File: src/rtl/zicsr_csr_unit.sv
// ZICSR execution unit: holds the CSR storage, runs CSRRW/S/C(I) instructions as a
// four-state sequence and returns the old value (or an illegal flag) on a valid/ready channel.
package zicsr_type_pkg;
  localparam int unsigned CSR_XLEN = 32;

  typedef struct packed {
    logic [11:0]         name;
    logic [CSR_XLEN-1:0] default_value;
    logic                write_en;
    logic                read_en;
    logic                internal_write_en;
  } csr_ctrl_t;

  typedef enum logic [2:0] {
    ST_INIT,
    ST_IDLE,
    ST_EXEC,
    ST_COMMIT,
    ST_RESP
  } state_t;
endpackage

module zicsr_csr_unit
  import zicsr_type_pkg::*;
#(
  parameter int XLEN    = CSR_XLEN,
  parameter int NUM_CSR = 4
) (
  input  logic                           clk,
  input  logic                           reset,
  zicsr_csr_unit_if.slave                bus,
  input  csr_ctrl_t [NUM_CSR-1:0]        csr_ctrl,
  input  logic [NUM_CSR-1:0]             int_we,
  input  logic [NUM_CSR-1:0][XLEN-1:0]   int_wdata,
  output logic [NUM_CSR-1:0][XLEN-1:0]   csr_q
);

  localparam int IDX_W = (NUM_CSR > 1) ? $clog2(NUM_CSR) : 1;

  state_t state;

  // Latched request fields
  logic [2:0]       funct3_q;
  logic [11:0]      addr_q;
  logic [XLEN-1:0]  rs1_q;
  logic [4:0]       uimm_q;
  logic             rs1_x0_q;
  logic             rd_x0_q;

  // Execution results carried from EXEC into COMMIT
  logic [IDX_W-1:0] idx_q;
  logic             illegal_q;
  logic             do_wr_q;
  logic [XLEN-1:0]  old_q;
  logic [XLEN-1:0]  new_q;

  logic             hit;
  logic [IDX_W-1:0] hit_idx;
  logic [XLEN-1:0]  src;
  logic             is_rw;
  logic             src_nz;
  logic             do_wr;
  logic             do_rd;
  logic             illegal;
  logic [XLEN-1:0]  old_val;
  logic [XLEN-1:0]  new_val;

  always_comb begin
    // NOTE: every signal gets a default before any conditional assignment so no latch is inferred.
    hit     = 1'b0;
    hit_idx = '0;
    // Walk downwards so the lowest matching index is the one that sticks.
    for (int i = NUM_CSR - 1; i >= 0; i--) begin
      if (csr_ctrl[i].name == addr_q) begin
        hit     = 1'b1;
        hit_idx = IDX_W'(i);
      end
    end

    src     = funct3_q[2] ? {{(XLEN-5){1'b0}}, uimm_q} : rs1_q;
    is_rw   = (funct3_q[1:0] == 2'b01);
    src_nz  = funct3_q[2] ? (uimm_q != 5'd0) : !rs1_x0_q;
    do_wr   = is_rw || src_nz;
    do_rd   = !(is_rw && rd_x0_q);
    old_val = hit ? csr_q[hit_idx] : '0;

    illegal = !hit
           || (funct3_q[1:0] == 2'b00)
           || (do_wr && !csr_ctrl[hit_idx].write_en)
           || (do_rd && !csr_ctrl[hit_idx].read_en);

    case (funct3_q[1:0])
      2'b01:   new_val = src;
      2'b10:   new_val = old_val | src;
      2'b11:   new_val = old_val & ~src;
      default: new_val = old_val;
    endcase
  end

  always_ff @(posedge clk or negedge reset) begin
    if (!reset) begin
      // NOTE: the CSR array is reset explicitly because its contents are architecturally visible on csr_q.
      state            <= ST_INIT;
      csr_q            <= '0;
      bus.req_ready    <= 1'b0;
      bus.resp_valid   <= 1'b0;
      bus.resp_rdata   <= '0;
      bus.resp_illegal <= 1'b0;
      funct3_q         <= '0;
      addr_q           <= '0;
      rs1_q            <= '0;
      uimm_q           <= '0;
      rs1_x0_q         <= 1'b0;
      rd_x0_q          <= 1'b0;
      idx_q            <= '0;
      illegal_q        <= 1'b0;
      do_wr_q          <= 1'b0;
      old_q            <= '0;
      new_q            <= '0;
    end else begin
      case (state)
        ST_INIT: begin
          for (int i = 0; i < NUM_CSR; i++) begin
            csr_q[i] <= csr_ctrl[i].default_value[XLEN-1:0];
          end
          bus.req_ready <= 1'b1;
          state         <= ST_IDLE;
        end

        ST_IDLE: begin
          if (bus.req_valid) begin
            funct3_q      <= bus.funct3;
            addr_q        <= bus.csr_addr;
            rs1_q         <= bus.rs1_val;
            uimm_q        <= bus.uimm;
            rs1_x0_q      <= bus.rs1_is_x0;
            rd_x0_q       <= bus.rd_is_x0;
            bus.req_ready <= 1'b0;
            state         <= ST_EXEC;
          end
        end

        ST_EXEC: begin
          if (bus.flush) begin
            bus.req_ready <= 1'b1;
            state         <= ST_IDLE;
          end else begin
            idx_q     <= hit_idx;
            illegal_q <= illegal;
            do_wr_q   <= do_wr;
            old_q     <= old_val;
            new_q     <= new_val;
            state     <= ST_COMMIT;
          end
        end

        ST_COMMIT: begin
          if (!illegal_q && do_wr_q) begin
            csr_q[idx_q] <= new_q;
          end
          bus.resp_valid   <= 1'b1;
          bus.resp_rdata   <= illegal_q ? '0 : old_q;
          bus.resp_illegal <= illegal_q;
          state            <= ST_RESP;
        end

        ST_RESP: begin
          if (bus.resp_ready) begin
            bus.resp_valid <= 1'b0;
            bus.req_ready  <= 1'b1;
            state          <= ST_IDLE;
          end
        end

        default: begin
          bus.req_ready <= 1'b0;
          state         <= ST_INIT;
        end
      endcase

      // NOTE: this sits after the COMMIT write on purpose; the later non-blocking assignment to the
      // same CSR takes effect, so a coinciding hardware-side write wins over the instruction.
      if (state != ST_INIT) begin
        for (int i = 0; i < NUM_CSR; i++) begin
          if (int_we[i] && csr_ctrl[i].internal_write_en) begin
            csr_q[i] <= int_wdata[i];
          end
        end
      end
    end
  end

endmodule

File: src/rtl/zicsr_csr_unit_if.sv
// Request/response channel between the issuing stage and the ZICSR execution unit.
// The master issues CSR instructions and consumes responses; the slave executes them.
interface zicsr_csr_unit_if #(
  parameter int XLEN = 32
) ();
  logic            req_valid;
  logic            req_ready;
  logic [2:0]      funct3;
  logic [11:0]     csr_addr;
  logic [XLEN-1:0] rs1_val;
  logic [4:0]      uimm;
  logic            rs1_is_x0;
  logic            rd_is_x0;
  logic            flush;
  logic            resp_valid;
  logic            resp_ready;
  logic [XLEN-1:0] resp_rdata;
  logic            resp_illegal;

  modport master (
    output req_valid, funct3, csr_addr, rs1_val, uimm, rs1_is_x0, rd_is_x0, flush, resp_ready,
    input  req_ready, resp_valid, resp_rdata, resp_illegal
  );

  modport slave (
    input  req_valid, funct3, csr_addr, rs1_val, uimm, rs1_is_x0, rd_is_x0, flush, resp_ready,
    output req_ready, resp_valid, resp_rdata, resp_illegal
  );
endinterface

File: src/flat_wrapper.sv
// flat-port wrapper written by rule: the top's interface ports become plain ports
module zicsr_csr_unit_flat import zicsr_type_pkg::*;
#(
  parameter int XLEN    = CSR_XLEN,
  parameter int NUM_CSR = 4
)
  (clk, reset, csr_ctrl, int_we, int_wdata, csr_q, bus_req_valid, bus_funct3, bus_csr_addr, bus_rs1_val, bus_uimm, bus_rs1_is_x0, bus_rd_is_x0, bus_flush, bus_resp_ready, bus_req_ready, bus_resp_valid, bus_resp_rdata, bus_resp_illegal);
  zicsr_csr_unit_if #(.XLEN(XLEN)) bus_i ();
  input  logic clk;
  input  logic reset;
  input  csr_ctrl_t [NUM_CSR-1:0] csr_ctrl;
  input  logic [NUM_CSR-1:0] int_we;
  input  logic [NUM_CSR-1:0][XLEN-1:0] int_wdata;
  output logic [NUM_CSR-1:0][XLEN-1:0] csr_q;
  input wire logic [$bits(bus_i.req_valid)-1:0] bus_req_valid;
  input wire logic [$bits(bus_i.funct3)-1:0] bus_funct3;
  input wire logic [$bits(bus_i.csr_addr)-1:0] bus_csr_addr;
  input wire logic [$bits(bus_i.rs1_val)-1:0] bus_rs1_val;
  input wire logic [$bits(bus_i.uimm)-1:0] bus_uimm;
  input wire logic [$bits(bus_i.rs1_is_x0)-1:0] bus_rs1_is_x0;
  input wire logic [$bits(bus_i.rd_is_x0)-1:0] bus_rd_is_x0;
  input wire logic [$bits(bus_i.flush)-1:0] bus_flush;
  input wire logic [$bits(bus_i.resp_ready)-1:0] bus_resp_ready;
  output wire logic [$bits(bus_i.req_ready)-1:0] bus_req_ready;
  output wire logic [$bits(bus_i.resp_valid)-1:0] bus_resp_valid;
  output wire logic [$bits(bus_i.resp_rdata)-1:0] bus_resp_rdata;
  output wire logic [$bits(bus_i.resp_illegal)-1:0] bus_resp_illegal;
  assign bus_i.req_valid = bus_req_valid;
  assign bus_i.funct3 = bus_funct3;
  assign bus_i.csr_addr = bus_csr_addr;
  assign bus_i.rs1_val = bus_rs1_val;
  assign bus_i.uimm = bus_uimm;
  assign bus_i.rs1_is_x0 = bus_rs1_is_x0;
  assign bus_i.rd_is_x0 = bus_rd_is_x0;
  assign bus_i.flush = bus_flush;
  assign bus_i.resp_ready = bus_resp_ready;
  assign bus_req_ready = bus_i.req_ready;
  assign bus_resp_valid = bus_i.resp_valid;
  assign bus_resp_rdata = bus_i.resp_rdata;
  assign bus_resp_illegal = bus_i.resp_illegal;
  zicsr_csr_unit #(.XLEN(XLEN), .NUM_CSR(NUM_CSR)) u_core (.clk(clk), .reset(reset), .bus(bus_i), .csr_ctrl(csr_ctrl), .int_we(int_we), .int_wdata(int_wdata), .csr_q(csr_q));
endmodule
File: config.mk
export PLATFORM = sky130hd
export DESIGN_NAME = zicsr_csr_unit_flat
export DESIGN_NICKNAME = d
export VERILOG_FILES = /design/src/rtl/zicsr_csr_unit.sv /design/src/rtl/zicsr_csr_unit_if.sv /design/src/flat_wrapper.sv
export SDC_FILE = /design/constraint.sdc
export NUM_CORES = 1
export LEC_CHECK = 0
export CAP_MARGIN = 15
export CORE_AREA = 5 5 210 212
export CTS_BUF_LIST = sky130_fd_sc_hd__clkbuf_16
export CTS_CLUSTER_DIAMETER = 200
export DETAILED_ROUTE_END_ITERATION = 8
export DIE_AREA = 0 0 215 217
export GPL_TIMING_DRIVEN = 0
export HOLD_SLACK_MARGIN = 0.03
export PLACE_DENSITY_LB_ADDON = 0.1
export SYNTH_ARGS = -nofsm -noshare
export SYNTH_HDL_FRONTEND = slang
export SYNTH_SLANG_ARGS = --single-unit
File: constraint.sdc
create_clock -name clk -period 4.1 [get_ports clk]
set_clock_uncertainty 0.05 [all_clocks]
set_input_delay 0.82 -clock clk [delete_from_list [all_inputs] [get_ports clk]]
set_output_delay 0.82 -clock clk [all_outputs]
set_load 0.03 [all_outputs]
==> impl_metrics.toml <==
[floorplanning]
core_area_um2 = 41760
die_h_um = 217
chipWidth_um = 215
dieArea_um2 = 46660
start_util_pct = 37.31
io_pins = 542
rows = 75

[pwr]
power.density_nw_per_um2 = 745.4
leakagePower_nw = 9.093
total_power_mw = 17.04
peakVddDrop_mv = 0.4191

[synth]
syn_inst = 1626
synth_enable_flop_cells = 0
ys_seq_area_share_pct = 46.26
yosys.area.top_type = "dfrtp_1"
synthesis.area_um2 = 15580
synth_area_leaders = "dfrtp_1 46%, a22oi_1 7.5%, nand2_1 6.3%"
synth_warnings = 0
syn-num-nets = 2005
synth.top_cell.area_share_pct = 46.26
post-synth-top-count-cell = "dfrtp_1"
synth_ff_type = "dfrtp_1"
synth_seq_cells = 288
synthTopCellsByCount = "288 x dfrtp_1, 263 x nand2_1, 155 x a22oi_1"
ys_types = 68
avgSynthCellArea_um2 = 9.581
async_flop_share_pct = 100.0

[detailed_routing]
routedWlPerCell_um = 29.10
vias_per_cell = 5.883
route.vias.total = 16330
firstDrtPassIters = 6
drt-total-wl_um = 80780
drt_iter0_markers = 1878
ant_nets = 0
route.detailed.drc = 0

[hold_path]
hp-class = "in2async"

[place]
dpl_worst_slack_ps = 243.6
hpwl_um = 60250
io_buffers = 541
gp_congestion = 0.9410

[clocking]
hold_buffers = 0
cts_tree = "done"
clock_path_buffers = 3
post-cts-setup-buffer-count = 0
cts_buffers = 36
cts_resized = 0
cts_sinks = 288
cts_root_buf = "clkbuf_16"
path_clk_slew_ps = 60
clk_latency_ps = 560
h-tree-depth = 2

[critical_path]
worst_setup_path_end_kind = "flop"
worst_path_largest_cell_delay_ps = 860
path_class = "reg2reg"
crit_family = "simple AND/OR/NAND/NOR gates"
path_buf_inv = 1
crit_chain = "nand3b_1 -> or3b_2 -> nor3_1 -> nor2_1 -> clkbuf_1 -> nand2_1 -> a31oi_1"
arrival_ps = 3840
start_kind = "flop"
worstPathMaxFanout = 10
cp_slowest_cell = "nor3_1"
worst_ep_required_time_ps = 4420

[layout]
nets = 2587
utilization_pct = 54.74
syn_to_final_growth_pct = 46.72
drive_above_1_share_pct = 9.144

[timing]
timing.final.crit_period_ps = 3525
setup_viol = 0
fin_ws_ps = 575.5
clock.fmax_mhz = 283.7
slew-limit-headroom_pct = 19.57
whs_ps = 212.6
slew_violations = 0
rsz0062_at_grt = "no"
hold_violations = 0
worst_pin_slew_ps = 1190
post-route-period-util_pct = 85.96

[grt]
grt_pass1_vias = 16700
grt_usage_pct = 33.05
antenna_found_initial = 9
grt_max_degree = 109
grt_pass1_wl_um = 114900
grt-ovfl-total = 0

[status]
status = "completed"

[flow_run]
max_cap_violations = 0
[power breakdown]
group	leakage, nW	switching [mW]	internal, mW	total (mW)
registers	3.57	1.15	3.92	5.07
clock network	0.560	1.30	1.73	3.03
logic	4.96	5.32	3.61	8.93
[layout by cell type (no fill, tap or decap), drive strengths merged, types with 6 or more instances in the layout]
cell and instances:
clkdlybuf4s50 540, dfrtp 288, nand2 264, a22oi 155, nor2 145, clkbuf 136
a31oi 129, o21ai 90, mux2 55, buf 51, xnor2 40, nand2b 38
xor2 36, nor2b 29, a22o 28, and4 24, a311oi 24, nor3 18
a21oi 17, nand3 17, clkinv 13, inv 12, nor4 10, diode 6
mux2i 6, and3 6
[final timing paths]
check | startpoint | endpoint | slack [ps] | depth (start not counted)
max in group asynchronous | reset | u_core.csr_q[3] | 2720 | 2
worst max-delay path | u_core.state[2] | u_core.csr_q[12] | 580 | 7
worst min register to register | u_core.bus.resp_rdata[20] | u_core.bus.resp_rdata[20] | 430 | 2
min in group clk | u_core.bus.resp_rdata[20] | u_core.bus.resp_rdata[20] | 430 | 2
worst max register to register | u_core.state[2] | u_core.csr_q[12] | 580 | 7
worst min-delay path | reset | u_core.csr_q[26] | 210 | 1
[state kept, by name (all words and copies together) (netlist names), 2 cells and up]
| signal | count |
|---|---|
| u_core.funct3_q | 3 |
| u_core.uimm_q | 5 |
| u_core.rs1_q | 32 |
| u_core.addr_q | 12 |
| u_core.idx_q | 2 |
| u_core.csr_q | 128 |
| u_core.bus.resp_rdata | 32 |
| u_core.old_q | 32 |
| u_core.new_q | 32 |
| u_core.state | 3 |
[routing by layer]
layer	wire, µm	track usage, %	vias to the layer above	share of wire (%)
li1	-	-	7066	-
met1	32090	42.53	8075	40
met2	37870	53.92	995	47
met3	7674	8.630	188	9.5
met4	3084	12.50	8	3.8
met5	52	0	-	0.064
[metrics by stage]
stage          instance area (µm²)  instances  setup TNS, ps
2_1_floorplan                15580       1626              0
3_3_place_gp                 21670       2706       -3203640
3_5_place_dp                 21760       2709              0
4_1_cts                      22840       2770              0
5_1_grt                      22850       2775              0
6_report                     22860       2776              0
[logic make-up (layout without fill, tap and decap cells)]
family / Yosys count / count (layout) / synth area share, %
AND/OR/NAND/NOR: 572 / 572 / 17.81
AO/OA/AOI/OAI: 480 / 480 / 22.39
flip-flops: 288 / 288 / 46.26
buffers and inverters: 149 / 754 / 4.851
XOR/XNOR: 76 / 76 / 4.321
multiplexers: 61 / 61 / 4.361
other: 0 / 6 / 0
[layout make-up]
type	count	area, µm²
Antenna cell	6	15.01
Timing Repair Buffer	544	5490
Buffer	145	740.7
Clock buffer	38	950.9
Inverter	4	15.01
Tap cell	539	674.4
Multi-Input combinational cell	1189	7630
Fill cell	3827	18900
Clock inverter	23	133.9
Sequential cell	288	7207
No activity file was read; power rests on OpenSTA's default activity.
